<file path="src/rtl/sd2_mod_normalize.sv">
// Converts an N-digit signed-digit (sd2) ALU result to binary, then folds it into [0, m)
// by repeated add/subtract of the latched odd modulus, with a bounded number of corrections.
module sd2_mod_normalize #(
  parameter int N       = 8,
  parameter int DPC     = 2,
  parameter int MAX_FIX = 4
) (
  input  logic                clk,
  input  logic                rst,
  input  logic                in_valid,
  output logic                in_ready,
  input  logic [N-1:0][1:0]   z,
  input  logic [N-1:0]        m,
  output logic                out_valid,
  input  logic                out_ready,
  output logic [N-1:0]        r,
  output logic                err
);

  localparam int AW = N + 2;
  localparam int KW = $clog2(N + 1);
  localparam int FW = $clog2(MAX_FIX + 1);

  localparam logic [1:0] DIG_NEG = 2'b00;
  localparam logic [1:0] DIG_POS = 2'b10;
  localparam logic [1:0] DIG_BAD = 2'b11;

  typedef enum logic [1:0] {S_IDLE, S_CONV, S_FIX, S_DONE} state_t;

  state_t                 state_q, state_d;
  logic signed [AW-1:0]   acc_q, acc_d;
  logic [KW-1:0]          k_q, k_d;
  logic [FW-1:0]          fix_cnt_q, fix_cnt_d;
  logic [N-1:0][1:0]      z_q, z_d;
  logic [N-1:0]           m_q, m_d;
  logic                   bad_q, bad_d;
  logic [N-1:0]           r_q, r_d;
  logic                   err_q, err_d;

  logic signed [AW-1:0]   grp;
  logic                   grp_bad;
  logic signed [AW-1:0]   m_ext;

  assign m_ext     = signed'({2'b00, m_q});
  assign in_ready  = (state_q == S_IDLE);
  assign out_valid = (state_q == S_DONE);
  assign r         = r_q;
  assign err       = err_q;

  always_comb begin
    state_d   = state_q;
    acc_d     = acc_q;
    k_d       = k_q;
    fix_cnt_d = fix_cnt_q;
    z_d       = z_q;
    m_d       = m_q;
    bad_d     = bad_q;
    r_d       = r_q;
    err_d     = err_q;

    // z_q is shifted down each CONV cycle, so its low DPC digits always carry weights 2^k..2^(k+DPC-1)
    grp     = '0;
    grp_bad = 1'b0;
    for (int j = 0; j < DPC; j++) begin
      case (z_q[j])
        DIG_NEG: grp = grp - (AW'(1) << j);
        DIG_POS: grp = grp + (AW'(1) << j);
        DIG_BAD: grp_bad = 1'b1;
        default: ;
      endcase
    end

    case (state_q)
      S_IDLE: begin
        if (in_valid) begin
          z_d       = z;
          m_d       = m;
          acc_d     = '0;
          k_d       = '0;
          fix_cnt_d = '0;
          bad_d     = 1'b0;
          state_d   = S_CONV;
        end
      end
      S_CONV: begin
        acc_d = acc_q + (grp <<< k_q);
        bad_d = bad_q | grp_bad;
        z_d   = z_q >> (2 * DPC);
        k_d   = k_q + KW'(DPC);
        if (k_q == KW'(N - DPC)) state_d = S_FIX;
      end
      S_FIX: begin
        if (acc_q < 0 || acc_q >= m_ext) begin
          if (fix_cnt_q == FW'(MAX_FIX)) begin
            err_d   = 1'b1;
            r_d     = '0;
            state_d = S_DONE;
          end else begin
            acc_d     = (acc_q < 0) ? acc_q + m_ext : acc_q - m_ext;
            fix_cnt_d = fix_cnt_q + FW'(1);
          end
        end else begin
          r_d     = acc_q[N-1:0];
          err_d   = bad_q;
          state_d = S_DONE;
        end
      end
      S_DONE: begin
        if (out_ready) state_d = S_IDLE;
      end
      default: state_d = S_IDLE;
    endcase
  end

  always_ff @(posedge clk) begin
    if (rst) begin
      state_q   <= S_IDLE;
      acc_q     <= '0;
      k_q       <= '0;
      fix_cnt_q <= '0;
      z_q       <= '0;
      m_q       <= '0;
      bad_q     <= 1'b0;
      r_q       <= '0;
      err_q     <= 1'b0;
    end else begin
      state_q   <= state_d;
      acc_q     <= acc_d;
      k_q       <= k_d;
      fix_cnt_q <= fix_cnt_d;
      z_q       <= z_d;
      m_q       <= m_d;
      bad_q     <= bad_d;
      r_q       <= r_d;
      err_q     <= err_d;
    end
  end

endmodule

</file>
<file path="config.mk">
export PLATFORM = sky130hd
export DESIGN_NAME = sd2_mod_normalize
export DESIGN_NICKNAME = d
export VERILOG_FILES = /design/src/rtl/sd2_mod_normalize.sv
export SDC_FILE = /design/constraint.sdc
export NUM_CORES = 1
export LEC_CHECK = 0
export CORE_AREA = 2 2 83 85
export CTS_BUF_LIST = sky130_fd_sc_hd__clkbuf_2
export CTS_CLUSTER_DIAMETER = 40
export DETAILED_ROUTE_END_ITERATION = 8
export DIE_AREA = 0 0 85 87
export PLACE_DENSITY = 0.91
export REMOVE_ABC_BUFFERS = 1
export SYNTH_ARGS = -nofsm -noshare
export SYNTH_HDL_FRONTEND = slang
export SYNTH_SLANG_ARGS = --single-unit
</file>
<file path="constraint.sdc">
create_clock -name clk -period 2.95 [get_ports clk]
set_input_delay 0.4425 -clock clk [delete_from_list [all_inputs] [get_ports clk]]
set_output_delay 0.4425 -clock clk [all_outputs]
set_load 0.01 [all_outputs]
</file>
**Word level (Yosys, flattened, before mapping)**

Cells that the tools add are included.

- Bits in registers: 53
- Output and inout port bits: 11

- Add/subtract/negate cells: 7
- Order comparisons: 2
- Eq/ne operators: 16
- Shift operators: 1
- Muxes and demuxes: 29
- Bitwise logic cells: 1
- Reduce and logical (&&, ||, !) cells: 13

Operators by type and width:

| cell | count |
|---|---|
| $mux 10 | 4 |
| $pmux 10 s2 | 2 |
| $pmux 16 s2 | 1 |
| $pmux 10 s3 | 1 |
| $mux 16 | 1 |
| $mux 8 | 2 |
| $eq 2x2->1 const B | 6 |
| $reduce_and 4->1 | 3 |
| $add 10x10->10 | 1 |
| $add 10x3->10 const B | 1 |
| $add 10x9->10 | 1 |
| $ge 10x9->1 | 1 |
| $lt 10x1->1 const B | 1 |
| $mux 2 | 5 |
| $sshl 10x4->10 | 1 |
| $sub 10x3->10 const B | 1 |
| $sub 10x9->10 | 1 |
| $mux 3 | 3 |
| $ne 2x2->1 const B | 4 |
| $pmux 2 s4 | 1 |
| $pmux 4 s2 | 1 |
| $logic_not 2->1 | 3 |
| $pmux 3 s2 | 1 |
| $reduce_and 2->1 | 3 |
| other kinds (14) | 20 |

**Logic depth before layout (Yosys ltp)**

- Word-level depth: 7
- Mapped depth: 14
- Gate-level depth less buffers: 13

**Least setup slack after synthesis**

No wires, ideal clock.

- Path type: register to register
- Start: register z_q[1] (netlist bit)
- End: register acc_q[9]
- Setup time: 0.127 ns
- Arrival: 2.418 ns
- Setup slack: 0.406 ns
- Stages on the path, launching flop included: 12
- Cells stage by stage: dfxtp_1 -> or3b_4 -> o21ai_2 -> nor2_1 -> a2111oi_0 -> ha_1 -> a211oi_1 -> o31ai_1 -> nand3_1 -> o21ba_2 -> xnor2_1 -> o211ai_1

- Cells in the longest elaborated chain, start to end: 7
- Elaborated cells between the ends (all ways): 9

RTL lines:

| item | RTL line | text |
|---|---|---|
| start: declaration | 34 | `logic [N-1:0][1:0] z_q, z_d;` |
| start signal: assignment | 131 | `z_q <= z_d;` |
| $eq 2x2->1 / $logic_not 2->1 (equally long branches) | 65 | `case (z_q[j])` |
| $pmux 10 s2 * | 65 |  |
| $add 10x3->10 / $sub 10x3->10 (equally long branches) | 67, 66 |  |
| $pmux 10 s2 * | 65 |  |
| $sshl 10x4->10 * | 86 | `acc_d = acc_q + (grp <<< k_q);` |
| $add 10x10->10 * | 86 |  |
| $pmux 10 s3 * | 73 | `case (state_q)` |
| end signal: assignment | 118 | `acc_q <= '0;` |
| end signal: assignment | 128 | `acc_q <= acc_d;` |
| end: declaration | 31 | `logic signed [AW-1:0] acc_q, acc_d;` |

Mark *: on every way between the ends. The rest lies on a longest branch, timed or not.
A chain may end at the register's enable or synchronous reset.

**Worst setup path after layout**

Ends and elaborated chain as after synthesis.

==> qor.csv <==
metric;value;unit
status;complete, no violations;
Vias/cell;6.20;
synthesized area;3720;um^2
synth warn;0;
worst min-delay path class;input pin to register;
drt wl/cell;16.7;um
num ports;39;
post-layout minimum cycle time;2.74;ns
FFs w/ async S/R, synth;0;%
Synth Instances;450;
Most used DFF post-synth;dfxtp_1;
Fin Clk Skew;0.0230;ns
PortBufs;38;
first-pass GRT wire length;15.2;mm
Setup WS post-layout;0.212;ns
Critical-path top delay cell;or3b_4;
core area;6570;um^2
Tcrit/Tclk final;92.8;%
Finish-stage setup viols;0;
RD Place Congestion;0.952;
CP Launch Point;z_q[1]$_SDFFE_PP0P_;
final WL;9.43;mm
starting density of the core;56.6;%
Synth area leaders;dfxtp_1, ha_1, a21oi_1, nor2_1, mux2i_1;
pre-CTS WS;0.151;ns
Max H-tree Level;2;
Final Hold Fails;0;
CP arrival;3.12;ns
fmax;365;MHz
Max VDD drop;0.488;mV
Die X;85;um
area of the multi-input gates;2440;um^2
DRC marker count from the first detailed-route iteration;311;
CP Cell Sequence;or3b_4 > o21ai_2 > nor2_1 > a2111oi_2 > ha_1 > a211oi_1 > o31ai_1 > nand3_1 > o21ba_2 > xnor2_1 > o211ai_1;
Final #Nets;545;
via count;3490;
hpwl dp;7.07;mm
Seq/Total Area, Yosys;28.0;%
CP Launch Type;register;
WHS;0.481;ns
Worst path max stage delay;0.44;ns
CTS tree;built;
CP required;3.34;ns
num rows;30;
worst-margin pin slew;0.620;ns
maximum root-to-sink buffer count;2;
pwr/cell area;918;nW/um^2
Clock Latency Late Sink;0.46;ns
Seq cells post-synth;52;
total power;3.89;mW
final std cells w/o fill;563;
Crit. End Element;register;
full die area;7400;um^2
Layout area overhead;14.0;%
initial antenna violation count;0;
Post-synth EDFFs;0;
post-synthesis cell type count;70;
postcts setup bufs;0;
layout cells sized above 1;9.32;%
Slew HR;58.6;%
clk root buf;clkbuf_2;
Hold Startpoint;m[6];
Leak;1.67;nW
syn avg cell area;8.27;um^2
grt total ovfl;0;
FILL cells;535;
post-route ant nets;0;
Crit Reg-Reg Startpoint;z_q[1]$_SDFFE_PP0P_;
top-area cell type share of the netlist area;28.0;%
DRC;0;
total CTS buffers;5;
Inserted Diodes;0;
clk slew on worst S/H paths;0.27;ns
post-placement cell count;555;
Critical Path Fanout Max;7;
clk sinks;52;
max-slew violation count;0;
vias in the first global route;3186;
largest net degree at the start of global routing;38;
die height;87;um
sum of negative setup slack;0;ns
DR pass1 iterations;6;
Reg area;1040;um^2
RSZ-0062 raised after global routing;false;
GRT Total Usage;25.6;%
cell taking the most area after synthesis;dfxtp_1;
Crit Path Class;register to register;
Max Cap Violations;0;
-- report_power, final --
group	internal (mW)	leakage, nW	switching (mW)	total [mW]
Combinational	1.04	1.21	1.46	2.50
Clock	0.145	0.0430	0.243	0.388
Sequential	0.850	0.424	0.154	1.00
Total	2.04	1.67	1.86	3.89
-- final timing paths --
kind	endpoint	slack, ns	cells past startpoint
setup / recovery	acc_q[9]$_SDFFE_PP0P_	0.21	11
hold / removal	m_q[6]$_SDFFE_PP0P_	0.48	3
setup reg to reg	acc_q[9]$_SDFFE_PP0P_	0.21	11
hold reg to reg	m_q[4]$_SDFFE_PP0P_	0.50	2
-- through the flow --
stage / area, um^2 / util, %
after global placement: 4170 / 63.5
after CTS: 4230 / 64.5
after global routing: 4240 / 64.6
after detailed placement: 4170 / 63.5
after floorplan: 3600 / -
final: 4240 / 64.6
-- registers in the layout (all words and copies together), names as in the netlist --
| register | cells |
|---|---|
| z_q | 16 |
| k_q | 3 |
| acc_q | 10 |
| state_q | 2 |
| fix_cnt_q | 3 |
| err | 1 |
| r | 8 |
| bad_q | 1 |
| m_q | 8 |
-- repair_timing --
action                     4_1_cts  5_1_grt
hold buffers                     0        0
setup endpoints to repair        0        4
gates resized for setup          0        2
-- cells in the final DEF (no fill, tap or decap), types with 3 or more instances in the layout --
cell type        instances
clkbuf_2                 6
o221ai_1                 4
nor2b_1                  4
fa_1                     3
xor2_1                   6
nor3_1                   7
o31ai_1                  4
a31oi_1                  6
o21ai_0                 23
a21oi_1                 37
o21ai_2                  3
a22oi_1                  6
a211oi_1                13
o22ai_1                  3
nand2_1                 37
o21bai_1                 4
and2_1                   3
inv_1                   31
nand4_1                  4
clkdlybuf4s50_1         38
nand2b_1                 5
dfxtp_1                 52
nor2_1                  43
mux2i_1                 14
nand3_1                 11
a22o_1                  10
ha_1                    32
xnor2_1                  9
buf_4                   12
-- Yosys cell counts, types with 4 or more instances --
cell type and instances:
ha_1 32, a22o_1 10, o31ai_1 4, nor2_1 43
xnor2_1 9, dfxtp_1 52, mux2i_1 14, nand2b_1 5
nor3_1 7, o221ai_1 4, a21oi_1 37, nor2b_1 4
o21bai_1 4, xor2_1 6, nand4_1 4, a211oi_1 13
nand2_1 37, a22oi_1 6, a31oi_1 6, inv_1 31
buf_2 7, nand3_1 11, clkbuf_1 12, o21ai_0 23
-- cell type report --
type                    count  area share [%]
repair buffers             50            11.1
inverters                  32            2.83
well taps                  80            2.36
clock buffers               6           0.708
clock inverters             2           0.826
multi-input cells         341            57.6
flip-flops and latches     52            24.6
-- cell families after synthesis --
group	Yosys count	synth area share [%]
buffers and inverters	57	6.52
XOR/XNOR	15	3.53
multiplexers	16	4.37
flip-flops	52	28.0
AO/OA/AOI/OAI	143	27.9
AND/OR/NAND/NOR	132	17.3
adder cells (fa/ha/maj)	35	12.4
-- worst max-delay path: cells and delay by family, from the launching register on --
kind | cells | cell delay [ns]
fa+ha+maj | 1 | 0.27
xor+xnor | 1 | 0.15
compound gates | 6 | 1.19
flops | 1 | 0.42
simple gates | 3 | 0.66
-- per-layer routing --
| metal | up-vias | global-route usage (%) | routed length, um |
|---|---|---|---|
| met3 | 24 | 3.51 | 621 |
| met1 | 1642 | 33.4 | 4070 |
| met5 | - | 0 | 0 |
| met4 | 0 | 7.22 | 197 |
| li1 | 1686 | - | - |
| met2 | 138 | 44.2 | 4540 |
Power figures use the tool's default switching activity.
